==> src/rtl/audio_dac_serializer_if.sv <==
// -----------------------------------------------------------------------------
// audio_dac_serializer_if
// Write-side handshake between audio sample producers and the I2S DAC
// serializer.
//   wr_valid  : producer presents a stereo pair this cycle
//   wr_left   : signed left sample
//   wr_right  : signed right sample
//   ready     : FIFO has space; a pair is taken when wr_valid & ready
//   fill      : current FIFO occupancy in pairs
// master = producer side, slave = serializer side.
// -----------------------------------------------------------------------------
`timescale 1ns/1ps
interface audio_dac_serializer_if #(
    parameter int SAMPLE_W   = 24,
    parameter int FIFO_DEPTH = 8
);
    localparam int FILL_W = $clog2(FIFO_DEPTH) + 1;

    logic                wr_valid;
    logic [SAMPLE_W-1:0] wr_left;
    logic [SAMPLE_W-1:0] wr_right;
    logic                ready;
    logic [FILL_W-1:0]   fill;

    modport master (
        output wr_valid,
        output wr_left,
        output wr_right,
        input  ready,
        input  fill
    );

    modport slave (
        input  wr_valid,
        input  wr_left,
        input  wr_right,
        output ready,
        output fill
    );
endinterface

==> src/rtl/audio_dac_serializer.sv <==
// -----------------------------------------------------------------------------
// audio_dac_serializer
// Buffers signed stereo sample pairs in a small FIFO and shifts them out to
// the board DAC as I2S (64 BCLK periods per frame, 32 per channel, data one
// BCLK after the word-select edge, MSB first).
// Ports:
//   clk, reset    : system clock, synchronous active-high reset
//   wr            : slave side of the sample write handshake (see _if)
//   clr_underrun  : clears the sticky underrun flag
//   underrun      : sticky, a frame started while the FIFO was empty
//   aud_bclk      : bit clock, BCLK_HALF clk cycles per half period
//   aud_daclrck   : word select, 0 = left, 1 = right
//   aud_dacdat    : serial data, changes on BCLK falling edges
// SAMPLE_W must be 2..31 so that every sample fits in a 32-slot half frame.
// -----------------------------------------------------------------------------
`timescale 1ns/1ps
module audio_dac_serializer #(
    parameter int SAMPLE_W   = 24,
    parameter int FIFO_DEPTH = 8,
    parameter int BCLK_HALF  = 8
) (
    input  logic                  clk,
    input  logic                  reset,
    audio_dac_serializer_if.slave wr,
    input  logic                  clr_underrun,
    output logic                  underrun,
    output logic                  aud_bclk,
    output logic                  aud_daclrck,
    output logic                  aud_dacdat
);

    localparam int AW     = $clog2(FIFO_DEPTH);
    localparam int FILL_W = AW + 1;
    localparam int DIV_W  = (BCLK_HALF > 1) ? $clog2(BCLK_HALF) : 1;

    localparam logic [DIV_W-1:0]  DIV_LAST  = DIV_W'(BCLK_HALF - 1);
    localparam logic [FILL_W-1:0] FILL_FULL = FILL_W'(FIFO_DEPTH);
    localparam logic [5:0]        SLOT_LAST = 6'(SAMPLE_W);

    // clock divider / bit position
    logic [DIV_W-1:0]    r_div;
    logic                r_bclk;
    logic [5:0]          r_bit_cnt;
    logic                r_lrck;
    logic                r_dat;
    logic [SAMPLE_W-1:0] r_sh_l;
    logic [SAMPLE_W-1:0] r_sh_r;

    // FIFO
    logic [SAMPLE_W-1:0] r_mem_l [FIFO_DEPTH];
    logic [SAMPLE_W-1:0] r_mem_r [FIFO_DEPTH];
    logic [AW-1:0]       r_wptr;
    logic [AW-1:0]       r_rptr;
    logic [FILL_W-1:0]   r_fill;
    logic                r_ready;
    logic                r_underrun;

    logic                w_fall;
    logic                w_wrap;
    logic [5:0]          w_cnt_next;
    logic                w_in_slot;
    logic                w_empty;
    logic                w_push;
    logic                w_pop;
    logic [FILL_W-1:0]   w_fill_next;

    // The fall event is the last divider cycle of a BCLK high phase.
    assign w_fall     = r_bclk & (r_div == DIV_LAST);
    assign w_cnt_next = r_bit_cnt + 6'd1;
    assign w_wrap     = w_fall & (r_bit_cnt == 6'd63);
    // Slot 0 is the I2S one-bit delay; data occupies slots 1..SAMPLE_W.
    assign w_in_slot  = ({1'b0, w_cnt_next[4:0]} >= 6'd1) &&
                        ({1'b0, w_cnt_next[4:0]} <= SLOT_LAST);

    assign w_empty = (r_fill == {FILL_W{1'b0}});
    assign w_push  = wr.wr_valid & r_ready;
    // An empty FIFO at a frame wrap loads silence instead of popping.
    assign w_pop   = w_wrap & ~w_empty;

    // Occupancy after this cycle's push/pop; simultaneous push and pop cancel.
    always_comb begin
        w_fill_next = r_fill;
        case ({w_push, w_pop})
            2'b10:   w_fill_next = r_fill + FILL_W'(1);
            2'b01:   w_fill_next = r_fill - FILL_W'(1);
            default: w_fill_next = r_fill;
        endcase
    end

    // BCLK divider: toggle BCLK every BCLK_HALF clk cycles.
    always_ff @(posedge clk) begin
        if (reset) begin
            r_div  <= {DIV_W{1'b0}};
            r_bclk <= 1'b0;
        end else if (r_div == DIV_LAST) begin
            r_div  <= {DIV_W{1'b0}};
            r_bclk <= ~r_bclk;
        end else begin
            r_div  <= r_div + DIV_W'(1);
        end
    end

    // Bit counter, word select and data shifter, all stepped on fall events.
    always_ff @(posedge clk) begin
        if (reset) begin
            r_bit_cnt <= 6'd0;
            r_lrck    <= 1'b0;
            r_dat     <= 1'b0;
            r_sh_l    <= {SAMPLE_W{1'b0}};
            r_sh_r    <= {SAMPLE_W{1'b0}};
        end else if (w_fall) begin
            r_bit_cnt <= w_cnt_next;
            r_lrck    <= w_cnt_next[5];
            if (w_wrap) begin
                r_dat <= 1'b0;
                if (w_pop) begin
                    r_sh_l <= r_mem_l[r_rptr];
                    r_sh_r <= r_mem_r[r_rptr];
                end else begin
                    r_sh_l <= {SAMPLE_W{1'b0}};
                    r_sh_r <= {SAMPLE_W{1'b0}};
                end
            end else if (w_in_slot) begin
                if (w_cnt_next[5]) begin
                    r_dat  <= r_sh_r[SAMPLE_W-1];
                    r_sh_r <= {r_sh_r[SAMPLE_W-2:0], 1'b0};
                end else begin
                    r_dat  <= r_sh_l[SAMPLE_W-1];
                    r_sh_l <= {r_sh_l[SAMPLE_W-2:0], 1'b0};
                end
            end else begin
                r_dat <= 1'b0;
            end
        end
    end

    // FIFO storage; contents need no reset because the pointers gate access.
    always_ff @(posedge clk) begin
        if (w_push) begin
            r_mem_l[r_wptr] <= wr.wr_left;
            r_mem_r[r_wptr] <= wr.wr_right;
        end
    end

    // FIFO pointers, occupancy and registered write-space flag.
    always_ff @(posedge clk) begin
        if (reset) begin
            r_wptr  <= {AW{1'b0}};
            r_rptr  <= {AW{1'b0}};
            r_fill  <= {FILL_W{1'b0}};
            r_ready <= 1'b1;
        end else begin
            if (w_push) begin
                r_wptr <= r_wptr + AW'(1);
            end
            if (w_pop) begin
                r_rptr <= r_rptr + AW'(1);
            end
            r_fill  <= w_fill_next;
            r_ready <= (w_fill_next < FILL_FULL);
        end
    end

    // Sticky underrun; a new underrun outranks a simultaneous clear.
    always_ff @(posedge clk) begin
        if (reset) begin
            r_underrun <= 1'b0;
        end else if (w_wrap & w_empty) begin
            r_underrun <= 1'b1;
        end else if (clr_underrun) begin
            r_underrun <= 1'b0;
        end
    end

    assign wr.ready    = r_ready;
    assign wr.fill     = r_fill;
    assign underrun    = r_underrun;
    assign aud_bclk    = r_bclk;
    assign aud_daclrck = r_lrck;
    assign aud_dacdat  = r_dat;

endmodule
==> src/flat_wrapper.sv <==
// flat-port wrapper written by rule: the top's interface ports become plain ports
module audio_dac_serializer_flat 
#(
    parameter int SAMPLE_W   = 24,
    parameter int FIFO_DEPTH = 8,
    parameter int BCLK_HALF  = 8
)
  (clk, reset, clr_underrun, underrun, aud_bclk, aud_daclrck, aud_dacdat, wr_wr_valid, wr_wr_left, wr_wr_right, wr_ready, wr_fill);
  audio_dac_serializer_if #(.SAMPLE_W(SAMPLE_W), .FIFO_DEPTH(FIFO_DEPTH)) wr_i ();
  input  logic clk;
  input  logic reset;
  input  logic clr_underrun;
  output logic underrun;
  output logic aud_bclk;
  output logic aud_daclrck;
  output logic aud_dacdat;
  input wire logic [$bits(wr_i.wr_valid)-1:0] wr_wr_valid;
  input wire logic [$bits(wr_i.wr_left)-1:0] wr_wr_left;
  input wire logic [$bits(wr_i.wr_right)-1:0] wr_wr_right;
  output wire logic [$bits(wr_i.ready)-1:0] wr_ready;
  output wire logic [$bits(wr_i.fill)-1:0] wr_fill;
  assign wr_i.wr_valid = wr_wr_valid;
  assign wr_i.wr_left = wr_wr_left;
  assign wr_i.wr_right = wr_wr_right;
  assign wr_ready = wr_i.ready;
  assign wr_fill = wr_i.fill;
  audio_dac_serializer #(.SAMPLE_W(SAMPLE_W), .FIFO_DEPTH(FIFO_DEPTH), .BCLK_HALF(BCLK_HALF)) u_core (.clk(clk), .reset(reset), .wr(wr_i), .clr_underrun(clr_underrun), .underrun(underrun), .aud_bclk(aud_bclk), .aud_daclrck(aud_daclrck), .aud_dacdat(aud_dacdat));
endmodule
==> config.mk <==
export PLATFORM = sky130hd
export DESIGN_NAME = audio_dac_serializer_flat
export DESIGN_NICKNAME = d
export VERILOG_FILES = /design/src/rtl/audio_dac_serializer_if.sv /design/src/rtl/audio_dac_serializer.sv /design/src/flat_wrapper.sv
export SDC_FILE = /design/constraint.sdc
export NUM_CORES = 1
export LEC_CHECK = 0
export CAP_MARGIN = 5
export CORE_MARGIN = 5
export CORE_UTILIZATION = 55
export CTS_CLUSTER_DIAMETER = 80
export CTS_CLUSTER_SIZE = 28
export DETAILED_ROUTE_END_ITERATION = 10
export GPL_TIMING_DRIVEN = 0
export PLACE_DENSITY = 0.83
export SYNTH_ARGS = -nofsm -noshare
export SYNTH_HDL_FRONTEND = slang
export SYNTH_SLANG_ARGS = --single-unit
==> constraint.sdc <==
create_clock -name clk -period 6.1 [get_ports clk]
set_clock_uncertainty 0.2 [all_clocks]
set_input_delay 1.83 -clock clk [delete_from_list [all_inputs] [get_ports clk]]
set_output_delay 1.83 -clock clk [all_outputs]
set_load 0.05 [all_outputs]
==> flow_summary.json <==
{
  "drtPass1Iterations": 7,
  "dpl.hpwl_um": 25000,
  "cts_root_buf": "clkbuf_16",
  "cts_num_sinks": 458,
  "ir_worst_vdd_uv": 217,
  "vias_per_cell": 6.18,
  "p_int_mw": 4.20,
  "status": "finished, final reports clean",
  "worstPathMaxFanout": 11,
  "wirelength_um": 37500,
  "drc": 0,
  "syn_area_per_cell_um2": 17.5,
  "synth_fp_nets": 1096,
  "port_buffers": 59,
  "worstPathRequired_ns": 6.34,
  "reg2reg_from": "u_core.r_div[0]",
  "die_x_um": 191,
  "seqCellArea_um2": 13000,
  "start_util_pct": 55.6,
  "rows": 66,
  "clk_latency_ns": 0.55,
  "finalHoldViolCount": 0,
  "critPathKind": "reg -> reg",
  "gp_congestion": 0.835,
  "cts_setup_buffers": 0,
  "die_area_um2": 36500,
  "drv_cap": 0,
  "r2r_cells": 15,
  "synth_largest_area_cell": "edfxtp_1",
  "diodes": 0,
  "h-tree-depth": 1,
  "ios": 61,
  "grt_setup_unrepaired": "false",
  "grt_pass1_vias": 9982,
  "track_usage_pct": 20.7,
  "pwr-share-comb_pct": 3.5,
  "grt_pass1_wl_um": 58400,
  "cts_max_path_buffers": 3,
  "min_from": "u_core.r_div[0]",
  "fin_nets": 1196,
  "synth_cell_type_count": 45,
  "reg2reg_to": "u_core.wr.ready",
  "cpMaxStageDelayCell": "or3_1",
  "first_iter_violations": 1090,
  "drt-wirelength-per-cell_um": 23.6,
  "grt_max_degree": 30,
  "core_um2": 32500,
  "cp.arrival_ns": 4.34,
  "p_switching_mw": 1.06,
  "finalHoldWorstSlack_ns": 0.245,
  "endpoint_kind": "flop",
  "synth_cells": 1033,
  "ys.flop_type": "edfxtp_1",
  "die_h_um": 191,
  "path_cells": "ha_1 -> ha_1 -> nand2_1 -> or3_1 -> buf_2 -> nor2_8 -> buf_6 -> buf_4 -> ha_1 -> ha_1 -> a31o_2 -> a21oi_1 -> o21ai_0 -> xor2_1 -> or2_2",
  "slew_headroom_pct": 31.5,
  "setup_viol": 0,
  "syn_area_um2": 18000,
  "crit_path_start_kind": "flop",
  "max_freq_ghz": 0.244,
  "slew_viol_final": 0,
  "holdPathEnd": "u_core.r_div[0]",
  "p_per_area_nw_per_um2": 260,
  "clockPowerShare_pct": 30.9,
  "synth.area.top_cells": "edfxtp_1, dfxtp_1, mux4_2, mux2i_1, a221oi_2",
  "clk_pin_slew_worst_paths_ns": 0.11,
  "area_growth_pct": 12.1,
  "synth.ff_latch_count": 458,
  "fill_cells": 2219,
  "cts_made_buffers": 21,
  "place_area_um2": 19600,
  "worst_pin_slew_ns": 1.02,
  "antenna_found_initial": 0,
  "dp.cells": 1552,
  "fin_crit_sh_pct": 67.2,
  "ys_seq_area_share_pct": 72.1,
  "leakage_nw": 6.00,
  "fin_area_um2": 20200,
  "synth_edf_count": 384,
  "cpPeakStageDelay_ns": 0.40,
  "p_sw_share_pct": 20.2,
  "async_flop_share_pct": 0,
  "ant_nets": 0,
  "overflow": 0,
  "yosys.area.top_type_share_pct": 63.9,
  "cts-resized-gates": 0,
  "drive_gt1_share_pct": 14.8,
  "hold_depth": 1,
  "num_vias": 9829,
  "cts_tree": "yes",
  "hp-class": "reg -> reg",
  "fin_cells": 1590,
  "multi_input_area_um2": 4570,
  "finalWorstPathRequiredPeriod_ns": 4.10,
  "pwr-share-seq_pct": 65.6,
  "crit_top_cell": "ha_1",
  "yosys_warnings": 0,
  "power_mw": 5.26,
  "r2r_slack_ns": 2.00,
  "ctsHoldBuffers": 0
}
state kept, by name, summed over array words and instances (netlist names), named ones only:
signal / cells
u_core.aud_bclk: 1
u_core.aud_dacdat: 1
u_core.aud_daclrck: 1
u_core.r_bit_cnt: 5
u_core.r_div: 3
u_core.r_mem_l: 192
u_core.r_mem_r: 192
u_core.r_rptr: 3
u_core.r_sh_l: 24
u_core.r_sh_r: 24
u_core.r_wptr: 3
u_core.underrun: 1
u_core.wr.fill: 3
u_core.wr.ready: 1
synth_stat cells (all sizes together), types with 2 or more instances:
library cell	n
nor3b	2
or3	3
o31ai	47
mux2i	96
or2	2
buf	30
a221o	31
a21oi	15
nand2b	3
xnor2	5
clkbuf	42
edfxtp	384
and2	2
nor2	23
nor2b	3
a22oi	16
xor2	11
a221oi	46
nand3	6
o211ai	17
nor3	6
o21ai	35
dfxtp	74
nand2	15
inv	50
mux4	50
ha	11
how the worst max path moves through the flow:
| stage | startpoint | endpoint | slack [ns] | depth (start not counted) |
|---|---|---|---|---|
| after floorplan | wr_wr_valid | u_core.r_mem_l[1][0] | 0.12 | 2 |
| after global placement | wr_wr_valid | u_core.r_mem_l[1][12] | -3.55 | 3 |
| after detailed placement | wr_wr_valid | u_core.r_mem_l[2][12] | 1.45 | 5 |
| after CTS | wr_wr_valid | u_core.r_mem_l[2][11] | 2.01 | 5 |
| after global routing | u_core.r_div[0] | u_core.wr.ready | 1.68 | 15 |
| final | u_core.r_div[0] | u_core.wr.ready | 2.00 | 15 |
worst max-delay path: cells and delay by family, from the launching register on:
kind	cells	cell delay, ns
DFF	1	0.36
buffers and inverters	3	0.62
and+or+nand+nor	4	1.11
adders and majority gates	4	1.01
AOI/OAI and AO/OA	3	0.53
xor gates and xnor gates	1	0.17
metrics by stage:
step	utilization (%)	setup TNS, ns	worst slack [ns]
6_report	62.4	0	2.00
5_1_grt	62.4	0	1.68
4_1_cts	62.4	0	2.01
3_5_place_dp	60.4	0	1.45
3_3_place_gp	59.1	-545.27	-3.55
2_1_floorplan	-	0	0.116
power by group through the flow:
stage	clock (mW)	sequential, mW	combinational (mW)
final	1.62	3.45	0.184
after global routing	1.77	3.46	0.198
after CTS	1.64	3.46	0.185
after detailed placement	0	3.53	0.185
after global placement	0	3.53	0.156
after floorplan	0	3.53	0.0650
placed cells by master (no fill, tap or decap), types with 5 or more instances in the layout:
| cell | n |
|---|---|
| clkbuf_1 | 51 |
| mux4_2 | 50 |
| buf_6 | 7 |
| nor2_1 | 16 |
| o211ai_1 | 17 |
| a221oi_2 | 28 |
| dfxtp_1 | 74 |
| buf_4 | 5 |
| o21ai_1 | 31 |
| a21oi_1 | 14 |
| edfxtp_1 | 384 |
| nand2_1 | 15 |
| ha_1 | 11 |
| buf_12 | 6 |
| mux2i_1 | 96 |
| buf_16 | 5 |
| o31ai_1 | 47 |
| buf_2 | 20 |
| xor2_1 | 10 |
| a22oi_1 | 16 |
| nor2_4 | 6 |
| clkbuf_16 | 21 |
| xnor2_1 | 5 |
| inv_1 | 50 |
| a221oi_1 | 18 |
| clkdlybuf4s50_1 | 59 |
| a221o_1 | 31 |
metal layers:
layer | part of all wire [%] | up-vias | track usage [%]
li1 | - | 4343 | -
met4 | 3.2 | 0 | 6.71
met1 | 40 | 4995 | 28.9
met5 | 0 | - | 0
met3 | 7.2 | 73 | 2.63
met2 | 50 | 418 | 34.6
cell families after synthesis:
family | Yosys count | synth area share, %
xor+xnor | 16 | 0.818
flops | 458 | 72.1
fa+ha+maj | 11 | 0.763
buf+inv | 122 | 2.88
simple gates | 67 | 1.91
compound gates | 212 | 9.89
mux | 147 | 11.6
cell type report:
cell class	instances	area share (%)
Multi-Input combinational cell	453	22.6
Timing Repair Buffer	77	4.60
Clock inverter	6	0.328
Buffer	72	1.64
Tap cell	442	2.73
Clock buffer	32	2.86
Inverter	50	0.927
Sequential cell	458	64.3
Note: power is estimated with default switching activity, not from simulation.
